===== src/rtl/sphere_packet_assembler.sv =====
// Packs SPI bytes MSB-first into 64-bit sphere words, buffers them in a FIFO and
// delivers one word per rising edge of the controller's ready level.
module sphere_packet_assembler #(
  parameter int unsigned FIFO_DEPTH = 4,
  parameter logic [63:0] RESET_WORD = 64'h0
) (
  input  logic                        CLK100MHZ,
  input  logic                        rst,
  input  logic                        cs_n,
  input  logic                        rx_dv,
  input  logic [7:0]                  rx_byte,
  input  logic                        recv_interrupt,
  output logic                        recv_dv,
  output logic [63:0]                 recv_64bit,
  output logic [$clog2(FIFO_DEPTH):0] fifo_count,
  output logic                        overflow,
  output logic                        frame_error
);

  localparam int unsigned AW = $clog2(FIFO_DEPTH);
  localparam int unsigned CW = AW + 1;

  typedef enum logic [1:0] {StIdle, StCollect, StPush} state_e;

  state_e        state_q, state_d;
  logic [3:0]    cnt_q, cnt_d;
  logic [63:0]   word_q, word_d;
  logic          frame_err_set;
  logic          take;

  logic [63:0]   mem [FIFO_DEPTH];
  logic [AW-1:0] wr_ptr, rd_ptr;
  logic          irq_q;
  logic          push, pop, full, wr_en;

  assign take  = rx_dv & ~cs_n;
  assign push  = (state_q == StPush);
  assign full  = (fifo_count == CW'(FIFO_DEPTH));
  assign pop   = recv_interrupt & ~irq_q & (fifo_count != '0);
  // A pop in the same cycle frees the slot, so a full FIFO still accepts the word.
  assign wr_en = push & (~full | pop);

  always_comb begin
    state_d       = state_q;
    cnt_d         = cnt_q;
    word_d        = word_q;
    frame_err_set = 1'b0;
    unique case (state_q)
      StIdle, StPush: begin
        if (take) begin
          word_d  = {56'h0, rx_byte};
          cnt_d   = 4'd1;
          state_d = StCollect;
        end else begin
          cnt_d   = 4'd0;
          state_d = StIdle;
        end
      end
      StCollect: begin
        if (cs_n) begin
          frame_err_set = 1'b1;
          cnt_d         = 4'd0;
          state_d       = StIdle;
        end else if (take) begin
          word_d = {word_q[55:0], rx_byte};
          cnt_d  = cnt_q + 4'd1;
          if (cnt_q == 4'd7) state_d = StPush;
        end
      end
      default: begin
        cnt_d   = 4'd0;
        state_d = StIdle;
      end
    endcase
  end

  always_ff @(posedge CLK100MHZ) begin
    if (rst) begin
      state_q     <= StIdle;
      cnt_q       <= 4'd0;
      word_q      <= '0;
      wr_ptr      <= '0;
      rd_ptr      <= '0;
      fifo_count  <= '0;
      irq_q       <= 1'b0;
      recv_dv     <= 1'b0;
      recv_64bit  <= RESET_WORD;
      overflow    <= 1'b0;
      frame_error <= 1'b0;
    end else begin
      state_q    <= state_d;
      cnt_q      <= cnt_d;
      word_q     <= word_d;
      irq_q      <= recv_interrupt;
      recv_dv    <= pop;
      fifo_count <= fifo_count + CW'(wr_en) - CW'(pop);
      if (pop) begin
        recv_64bit <= mem[rd_ptr];
        rd_ptr     <= rd_ptr + AW'(1);
      end
      if (wr_en) wr_ptr <= wr_ptr + AW'(1);
      if (push && !wr_en) overflow <= 1'b1;
      if (frame_err_set) frame_error <= 1'b1;
    end
  end

  // Storage needs no reset; occupancy is tracked by the pointers and fifo_count.
  always_ff @(posedge CLK100MHZ) begin
    if (!rst && wr_en) mem[wr_ptr] <= word_q;
  end

endmodule


===== config.mk =====
export PLATFORM = sky130hd
export DESIGN_NAME = sphere_packet_assembler
export DESIGN_NICKNAME = d
export VERILOG_FILES = /design/src/rtl/sphere_packet_assembler.sv
export SDC_FILE = /design/constraint.sdc
export NUM_CORES = 1
export LEC_CHECK = 0
export BUFFER_PORTS_ARGS = -buffer_cell sky130_fd_sc_hd__buf_2
export CORE_ASPECT_RATIO = 1.4
export CORE_MARGIN = 2
export CORE_UTILIZATION = 45
export DETAILED_ROUTE_END_ITERATION = 16
export GPL_ROUTABILITY_DRIVEN = 0
export PLACE_DENSITY = 0.6
export RECOVER_POWER = 50
export SLEW_MARGIN = 25
export SYNTH_ARGS = -nofsm -noshare
export SYNTH_HDL_FRONTEND = slang
export SYNTH_SLANG_ARGS = --single-unit

===== constraint.sdc =====
create_clock -name CLK100MHZ -period 3.7 [get_ports CLK100MHZ]
set_input_delay 0.37 -clock CLK100MHZ [delete_from_list [all_inputs] [get_ports CLK100MHZ]]
set_output_delay 0.37 -clock CLK100MHZ [all_outputs]
set_load 0.05 [all_outputs]

======== Word-level counts from Yosys, hierarchy flattened ========
Memory sizes are Yosys's and may differ from the RTL's. A register that Yosys moved wholly into a read port is not among the register bits.
Index checks and enable logic that the tools add are counted.
storage, ports and cells
  flip-flop bits (word level) ............. 81
  latch bits .............................. 0
  RAM bits ................................ 256
  bits in read-only memories .............. 0
  bits of input ports ..................... 13
  logic and storage cells ................. 60
  memories kept ........................... 1
memory list
  name  depth  width  read ports  clocked after memory_dff  write ports  line  source
  mem   4      64     1           1                         1            31    logic [63:0] mem [FIFO_DEPTH];
operators by class
  add/sub/neg operators ................... 5
  $mul .................................... 0
  divide/modulo/power cells ............... 0
  magnitude comparators ................... 0
  equality and inequality tests ........... 9
  shift operators ......................... 0
  mux-type cells .......................... 17
  bitwise gates (word level) .............. 8
  reduce and logical (&&, ||, !) cells .... 10
operators by type and width
  cell                                                 count
  two-way mux 64 bit                                   3
  case mux 64 bit (2 select lines)                     1
  two-way mux 4 bit                                    2
  case mux 4 bit (2 select lines)                      1
  two-way mux 1 bit                                    6
  two-way mux 2 bit                                    3
  inequality test 2 bit, second input constant         3
  inequality test 3 bit, second input constant         2
  adder 2 x 1 -> 2 bit, second input constant          2
  adder 4 x 1 -> 4 bit, second input constant          1
  AND 1 bit                                            4
  equality test 4 x 3 -> 1 bit, second input constant  1
  case mux 2 bit (2 select lines)                      1
  AND reduction 4 bit                                  1
  adder 3 x 1 -> 3 bit                                 1
  equality test 3 bit, second input constant           1
  inverter 1 bit                                       3
  nonzero test 3 bit                                   1
  subtractor 3 x 1 -> 3 bit                            1
  equality test 2 x 1 -> 1 bit, second input constant  1
  equality test 2 bit, second input constant           1
  logical AND 1 bit                                    2
  zero test 1 bit                                      2
  zero test 2 bit                                      1
  other kinds (4)                                      4

======== Logic depth before layout (Yosys ltp) ========
Gate-level depths: netlist of run 1.
  depth in word-level cells ............... 8
  mapped depth ............................ 10
  gate-level depth less buffers ........... 10

======== Least setup slack after synthesis of run 1 ========
No wires, ideal clock.
  path type ............................... register -> register
  from .................................... register fifo_count[1]
  to ...................................... memory mem[0][0], enable pin
  data arrival time ....................... 2,767 ps
  slack ................................... 505 ps
  cell stages (with the launch flop) ...... 4
  clock period less this slack ............ 3,195 ps
  path through ............................ dfxtp_1 > nor2_1 > a311oi_1 > and2_1
on the way
  longest elaborated chain between the ends .. 7
ends and longest elaborated chain
  what                                                              line    source
  start: declaration                                                15      output logic [$clog2(FIFO_DEPTH):0] fifo_count,
  start signal: assignment                                          96      fifo_count <= fifo_count + CW'(wr_en) - CW'(pop);
  nonzero test 3 bit / equality test 3 bit (equally long branches)  39, 38
  AND 1 bit / inverter 1 bit (equally long branches)                39, 41
  bitwise OR 1 bit (*)                                              41      assign wr_en = push & (~full | pop);
  AND 1 bit (*)                                                     41
  logical AND 1 bit (*)                                             109     if (!rst && wr_en) mem[wr_ptr] <= word_q;
  two-way mux 1 bit (*)                                             109
  two-way mux 1 bit (not written as such) (*)                       109
  end: declaration                                                  31
Mark *: on every way between the ends. The rest lies on a longest branch, timed or not.

======== Final worst setup path of run 1 ========
  from .................................... register irq_q
  to ...................................... register fifo_count[2]
on the way
  longest elaborated chain between the ends .. 7
ends and longest elaborated chain
  what                           line  source
  start: declaration             33    logic irq_q;
  start signal: assignment       94    irq_q <= recv_interrupt;
  inverter 1 bit (*)             39    assign pop = recv_interrupt & ~irq_q & (fifo_count != '0);
  AND 1 bit (*) (2 in a row)     39
  bitwise OR 1 bit               41
  AND 1 bit                      41
  adder 3 x 1 -> 3 bit           96
  subtractor 3 x 1 -> 3 bit (*)  96
Marks and branches as above.
A chain may end at the register's enable or synchronous reset.

==> results of run 1 <==
## worst max-delay path: cells and delay by family (launching register included)
| family | cells | cell delay, ns |
|---|---|---|
| AOI/OAI and AO/OA | 1 | 0.38 |
| xor gates and xnor gates | 2 | 0.31 |
| adders and majority gates | 3 | 0.83 |
| buffers and inverters | 2 | 0.13 |
| DFF | 1 | 0.30 |
| and+or+nand+nor | 2 | 0.28 |
## metrics by stage
stage | setup slack (ns) | utilization (%) | std cells | power [µW]
5_1_grt | 1.06 | 51.9 | 1357 | 10900
4_1_cts | 1.31 | 52.1 | 1356 | 10700
3_3_place_gp | 1.24 | 48.1 | 1290 | 6700
2_1_floorplan | 0.505 | - | 858 | 6380
6_report | 1.30 | 51.9 | 1357 | 10500
3_5_place_dp | 1.21 | 48.1 | 1290 | 6710
## power by group through the flow
stage	Combinational [µW]	Sequential, µW	Clock (µW)
after global routing	1620	5060	4200
after floorplan	797	5580	0
after global placement	1570	5140	0
after detailed placement	1570	5140	0
after CTS	1570	5040	4040
final	1520	5040	3940
## sequential cells by signal (all words and copies together), names as in the netlist
register     flops
mem            256
recv_64bit      64
word_q          64
cnt_q            4
fifo_count       3
rd_ptr           2
state_q          2
wr_ptr           2
frame_error      1
irq_q            1
overflow         1
recv_dv          1
## synth_stat cells, drive strengths merged
| cell type | number |
|---|---|
| a31o | 1 |
| mux2 | 1 |
| a311oi | 2 |
| clkbuf | 35 |
| nand4 | 1 |
| nor2b | 8 |
| nand3 | 8 |
| or3 | 2 |
| nand2 | 59 |
| xor2 | 2 |
| and4bb | 1 |
| nand3b | 1 |
| nand4b | 1 |
| ha | 7 |
| nand2b | 6 |
| nor3 | 3 |
| inv | 7 |
| dfxtp | 145 |
| a21oi | 69 |
| mux2i | 2 |
| a41oi | 1 |
| a22o | 64 |
| buf | 24 |
| o21ai | 65 |
| a31oi | 1 |
| xnor2 | 2 |
| fa | 1 |
| edfxtp | 256 |
| and2 | 5 |
| o21a | 1 |
| nor2 | 13 |
| mux4 | 64 |
## layer usage
metal	global-route usage (%)	vias up	routed length, µm
met1	22.6	3841	12300
met5	0	-	0
met4	5.02	0	525
met2	30.0	148	14500
li1	-	3483	-
met3	2.57	33	1020
## how the worst min path moves through the flow
| stage | startpoint | endpoint | slack (ns) |
|---|---|---|---|
| final | recv_interrupt | irq_q | 0.1 |
| after CTS | recv_interrupt | irq_q | 0.07 |
| after global routing | rx_byte[5] | word_q[5] | 0.11 |
| after floorplan | cs_n | state_q[0] | 0.45 |
| after global placement | frame_error | frame_error | 0.45 |
| after detailed placement | frame_error | frame_error | 0.46 |
## kinds of logic (layout without fill, tap and decap cells)
kind of cell             count (synthesis)  after routing
AO/OA/AOI/OAI                          204            204
XOR/XNOR                                 4              4
adder cells (fa/ha/maj)                  8              8
buffers and inverters                   66            170
flip-flops                             401            401
multiplexers                            67             67
AND/OR/NAND/NOR                        108            108
## cell type report
cell class / instances / area, µm² / share of cell area [%]
sequential: 401 / 10600 / 64.6
clock buffer: 51 / 1040 / 6.34
clock inverter: 15 / 221 / 1.35
timing repair buffer: 97 / 541 / 3.29
multi-input combinational: 391 / 3490 / 21.3
tap: 395 / 494 / 3.01
inverter: 7 / 26.3 / 0.160
==> insert_results.sql, run 1 <==
INSERT INTO impl_metrics (metric_group, metric, value, unit) VALUES
('timing', 'setup-tns-final', '0', 'ns'),
('critical_path', 'crit_end', 'fifo_count[2]', ''),
('clock_tree', 'clk_latency', '0.54', 'ns'),
('pwr', 'net-switching-power', '2730', 'µW'),
('timing', 'fin_worst_skew', '0.0285', 'ns'),
('floorplanning', 'placeableCoreArea', '0.0316', 'mm²'),
('timing', 'slew_violations', '81', ''),
('timing', 'finalHoldViolCount', '0', ''),
('grt', 'initial_antenna_violation_count', '0', ''),
('timing', 'period_utilisation_layout', '64.9', '%'),
('floorplanning', 'die_w', '155', 'µm'),
('floorplanning', 'placementRows', '77', ''),
('synthesis', 'synth_fa_ha_area_share', '0.746', '%'),
('clock_tree', 'clock_tree_from_tritoncts', 'built', ''),
('floorplanning', 'boundaryPins', '83', ''),
('final_layout', 'final_layout_size_suffix_gt1_share', '22.7', '%'),
('clock_tree', 'cts_num_sinks', '401', ''),
('critical_path', 'reg2reg_from', 'irq_q', ''),
('critical_path', 'worst_ep_required_time', '4.04', 'ns'),
('critical_path', 'crit_chain', 'nand2b_1, a31oi_1, inv_1, ha_1, inv_1, ha_1, fa_1, xnor2_1, xnor2_1, nor2_1', ''),
('grt', 'grt_util_all_layers', '17.3', '%'),
('critical_path', 'worst_path_max_delay_cell', 'a31oi_1', ''),
('routing', 'drt_first_pass_iters', '4', ''),
('clock_tree', 'cts_max_path_buffers', '3', ''),
('place', 'place.port_buffers', '82', ''),
('synthesis', 'synth-compound-area-share', '9.45', '%'),
('critical_path', 'r2r_cells', '10', ''),
('final_layout', 'fillCellCount', '2643', ''),
('min_path', 'worstHoldPathCells', '2', ''),
('critical_path', 'worst_path_max_stage_delay', '0.38', 'ns'),
('timing', 'fin_hold_ws', '0.0962', 'ns'),
('clock_tree', 'cts_root_buffer', 'clkbuf_16', ''),
('clock_tree', 'post-cts-setup-buffers', '0', ''),
('critical_path', 'launching_element_of_the_worst_setup_path', 'irq_q', ''),
('critical_path', 'critPathLaunchType', 'flip-flop', ''),
('place', 'detailed_place.area', '0.0152', 'mm²'),
('routing', 'drt_drc_violations_left', '0', ''),
('pwr', 'cellInternalPower', '7760', 'µW'),
('synthesis', 'syn-instance-count', '858', ''),
('pwr', 'p_leak', '0.00531', 'µW'),
('final_layout', 'final_net_count', '956', ''),
('critical_path', 'timing.critical_path.to_type', 'flip-flop', ''),
('pwr', 'power.ir.vdd_worst', '0.597', 'mV'),
('critical_path', 'reg2reg_slack', '1.30', 'ns'),
('job', 'maxCapViolCount', '1', ''),
('final_layout', 'final_cell_mix', 'edfxtp_1 (256), dfxtp_1 (143), clkbuf_1 (79), a21oi_1 (68), o21ai_0 (65)', ''),
('critical_path', 'cp_max_fo', '7', ''),
('synthesis', 'synth_fp_nets', '879', ''),
('synthesis', 'yosys.area_share.simple', '3.45', '%'),
('min_path', 'hold_path_class', 'in -> reg', ''),
('place', 'dp_hpwl', '15.9', 'mm'),
('critical_path', 'crit_arrival', '2.74', 'ns'),
('routing', 'drt-vias-per-instance', '5.53', ''),
('clock_tree', 'cts_inserted_buffers', '37', ''),
('synthesis', 'seq_area_frac_synth', '73.5', '%'),
('final_layout', 'antenna_cells', '0', ''),
('critical_path', 'r2r_end', 'fifo_count[2]', ''),
('final_layout', 'leading_cell_type_in_the_layout_fill_and_taps_excluded', 'edfxtp_1', ''),
('routing', 'detail_route.wl_per_cell', '20.9', 'µm'),
('status', 'status', 'finished, violations left', ''),
('status', 'violations_in_the_final_reports', 'capacitance limit, slew limit', ''),
('timing', 'achievable-frequency', '416', 'MHz'),
('synthesis', 'ys_warn_count', '0', ''),
('critical_path', 'worst-setup-path-type', 'reg -> reg', ''),
('routing', 'detailroute.via_count', '7505', ''),
('synthesis', 'synth_top_cell_by_area', 'edfxtp_1', ''),
('synthesis', 'largest_family_of_logic_cells_by_synthesized_area', 'multiplexers', ''),
('timing', 'tightest_slew', '1.76', 'ns'),
('synthesis', 'post_synth_main_area_contributors', 'edfxtp_1 (53%), dfxtp_1 (20%), mux4_2 (10%)', ''),
('floorplanning', 'die-height', '216', 'µm'),
('routing', 'detail_route.iter0.violations', '568', '');
(Power assumes the default switching activity.)
==> inputs of run 2 (changes only) <==
PLACE_DENSITY = 0.62   (was 0.6)
clock period = 2.1 ns   (was 3.7 ns; I/O delays follow)
==> run 2 against run 1 <==
Net effect:
- the flow now finishes without violations
- register-to-register slack worse by 1.2 ns
- critical path type unchanged
- global-route usage up 0.12 points
- non-clock buffer count up 36
==> insert_results.sql, run 2 (synthesis results as in run 1) <==
INSERT INTO impl_metrics (metric_group, metric, value, unit) VALUES
('status', 'status', 'finished, final reports clean', ''),
('grt', 'pin_count_of_the_biggest_net_entering_global_routing', '65', ''),
('pwr', 'power.ir.vdd_worst', '0.813', 'mV'),
('critical_path', 'cp_common_cell', 'inv_2', ''),
('timing', 'achievable-frequency', '500', 'MHz'),
('grt', 'wire_length_of_the_first_global_routing_pass', '44.8', 'mm'),
('min_path', 'hold_path_class', 'in -> reg', ''),
('final_layout', 'antenna_cells', '0', ''),
('routing', 'drt_drc_violations_left', '0', ''),
('clock_tree', 'cts_num_sinks', '401', ''),
('final_layout', 'final_net_count', '992', ''),
('critical_path', 'worst_ep_required_time', '2.48', 'ns'),
('final_layout', 'fillCellCount', '2564', ''),
('pwr', 'power', '18500', 'µW'),
('routing', 'drt-total-wl', '28.5', 'mm'),
('timing', 'grt_setup_unrepaired', 'true', ''),
('final_layout', 'top_regs', 'mem x256, recv_64bit x64, word_q x64', ''),
('timing', 'min_period', '2.00', 'ns'),
('clock_tree', 'htree_levels', '2', ''),
('floorplanning', 'die_area', '0.0335', 'mm²'),
('routing', 'met3WireLength', '1.02', 'mm'),
('critical_path', 'crit_chain', 'nor2_4, a31oi_4, inv_2, ha_4, inv_2, ha_2, fa_2, xnor2_2, xnor2_1, nor2_1', ''),
('final_layout', 'final_cell_count_without_fillers', '1395', ''),
('place', 'place_worst_setup_slack', '-0.00780', 'ns'),
('critical_path', 'cp_max_fo', '5', ''),
('timing', 'finalHoldViolCount', '0', ''),
('routing', 'top_layer_used', 'met4', ''),
('clock_tree', 'clk_latency', '0.53', 'ns'),
('critical_path', 'crit_arrival', '2.38', 'ns'),
('floorplanning', 'boundaryPins', '83', ''),
('timing', 'max-slew-margin-rel', '55.7', '%'),
('final_layout', 'layout.core_utilization', '53.7', '%'),
('routing', 'detail_route.wl_per_cell', '20.4', 'µm'),
('timing', 'fin_worst_skew', '0.0158', 'ns'),
('floorplanning', 'floorplan.initialDensity', '45.6', '%'),
('timing', 'timing.final.setup_violations', '0', ''),
('timing', 'setup_ws', '0.0986', 'ns'),
('routing', 'route.layer.met1.wl', '12.1', 'mm'),
('timing', 'slew_violations', '0', ''),
('routing', 'detail_route.iter0.violations', '563', ''),
('routing', 'met2WireLength', '14.7', 'mm'),
('critical_path', 'worst_path_max_stage_delay', '0.39', 'ns'),
('critical_path', 'worst_path_dominant_cell_family', 'adder cells', ''),
('routing', 'drt-vias-per-instance', '5.45', ''),
('pwr', 'power.density', '1090', 'mW/mm²'),
('clock_tree', 'clk_pin_slew', '0.06', 'ns'),
('floorplanning', 'die_w', '155', 'µm'),
('routing', 'drt_first_pass_iters', '4', ''),
('critical_path', 'timing.critical_path.buf_inv', '2', ''),
('final_layout', 'area_growth', '17.8', '%'),
('timing', 'tightest_slew', '0.665', 'ns'),
('grt', 'first_global_vias', '7778', ''),
('critical_path', 'timing.critical_path.to_type', 'flip-flop', ''),
('timing', 'period_utilisation_layout', '95.3', '%'),
('pwr', 'p_leak', '0.00581', 'µW'),
('critical_path', 'reg2reg_from', 'fifo_count[0]', ''),
('final_layout', 'final_layout_size_suffix_gt1_share', '32.6', '%'),
('clock_tree', 'cts_max_path_buffers', '3', ''),
('final_layout', 'largest_register_ff_count', '256', ''),
('place', 'dp_hpwl', '16.9', 'mm'),
('floorplanning', 'placementRows', '77', ''),
('routing', 'detailroute.via_count', '7605', ''),
('routing', 'final_antenna_net_count', '0', ''),
('place', 'dp_cells', '1315', ''),
('critical_path', 'critPathLaunchType', 'flip-flop', ''),
('floorplanning', 'die-height', '216', 'µm'),
('final_layout', 'final_cell_mix', 'edfxtp_1 (256), dfxtp_1 (139), buf_2 (82), a21oi_1 (68), o21ai_0 (65)', ''),
('grt', 'initial_antenna_violation_count', '0', ''),
('final_layout', 'leading_cell_type_in_the_layout_fill_and_taps_excluded', 'edfxtp_1', ''),
('critical_path', 'worst-setup-path-type', 'reg -> reg', ''),
('grt', 'grt_util_all_layers', '17.4', '%'),
('final_layout', 'reg_with_most_ffs', 'mem', ''),
('floorplanning', 'placeableCoreArea', '0.0316', 'mm²'),
('grt', 'gr-total-overflow', '0', ''),
('place', 'place.port_buffers', '82', ''),
('critical_path', 'worst_path_max_delay_cell', 'dfxtp_4', ''),
('clock_tree', 'cts_root_buffer', 'clkbuf_16', ''),
('critical_path', 'launching_element_of_the_worst_setup_path', 'fifo_count[0]', ''),
('min_path', 'hp-start', 'rx_dv', ''),
('job', 'maxCapViolCount', '0', ''),
('clock_tree', 'clock_tree_from_tritoncts', 'built', ''),
('clock_tree', 'cts_inserted_buffers', '37', '');
run 2: cell types whose count changed in the layout (fill, tap and decap cells not counted), moves of 3 or more:
cell           delta
clkbuf_1         -73
buf_2            +70
buf_4            +15
buf_12           +12
dlygate4sd3_1    +10
clkinv_1          +9
dfxtp_1           -4
and2_2            -3
and2_4            +3
run 2: area by class of cell:
class | count | area, µm² | area share [%]
Sequential cell | 401 | 10600 | 62.5
Multi-Input combinational cell | 391 | 3570 | 21.1
Timing Repair Buffer | 133 | 1050 | 6.20
Clock buffer | 47 | 1050 | 6.17
Tap cell | 395 | 494 | 2.91
Clock inverter | 21 | 180 | 1.06
Inverter | 7 | 26.3 | 0.155
run 2: path summary, 6_finish.rpt:
kind	cells past startpoint	slack [ns]	endpoint
min	3	0.08	state_q[1]
max	10	0.1	fifo_count[2]
max reg2reg	10	0.1	fifo_count[2]
min reg2reg	2	0.46	frame_error
run 2: repair_timing:
item	in CTS	in global routing
hold buffers	10	0
endpoints found under the hold margin	11	0
pin swaps	1	6
endpoints found under the setup margin	1	1
resized for setup	1	10
buffers inserted	0	2
run 2: through the flow:
stage,hold WS [ns],cell area [µm²],TNS [ns]
finish,0.0770,17000,0
global route,0.0925,17000,-0.0321
CTS,0.0479,16900,0
detailed placement,0.455,15600,-0.00780
global placement,0.453,15600,0
floorplan,0.289,14500,0
run 2: power by group:
group          total, µW  internal [µW]  switching [µW]  leakage (µW)
Combinational       2990           1150            1840       0.00165
Clock               6740           3910            2830      0.000596
Sequential          8790           8590             196       0.00356
run 2: worst min-delay path, stage by stage:
cell and delay (ns):
buf_2 0.16, nand4b_1 0.13, nor2_1 0.05
run 2: per-layer routing:
layer  vias to the layer above  GRT usage [%]
met5                         -              0
met4                         0           5.20
met1                      3873           22.6
met2                       142           29.9
li1                       3541              -
met3                        49           3.11
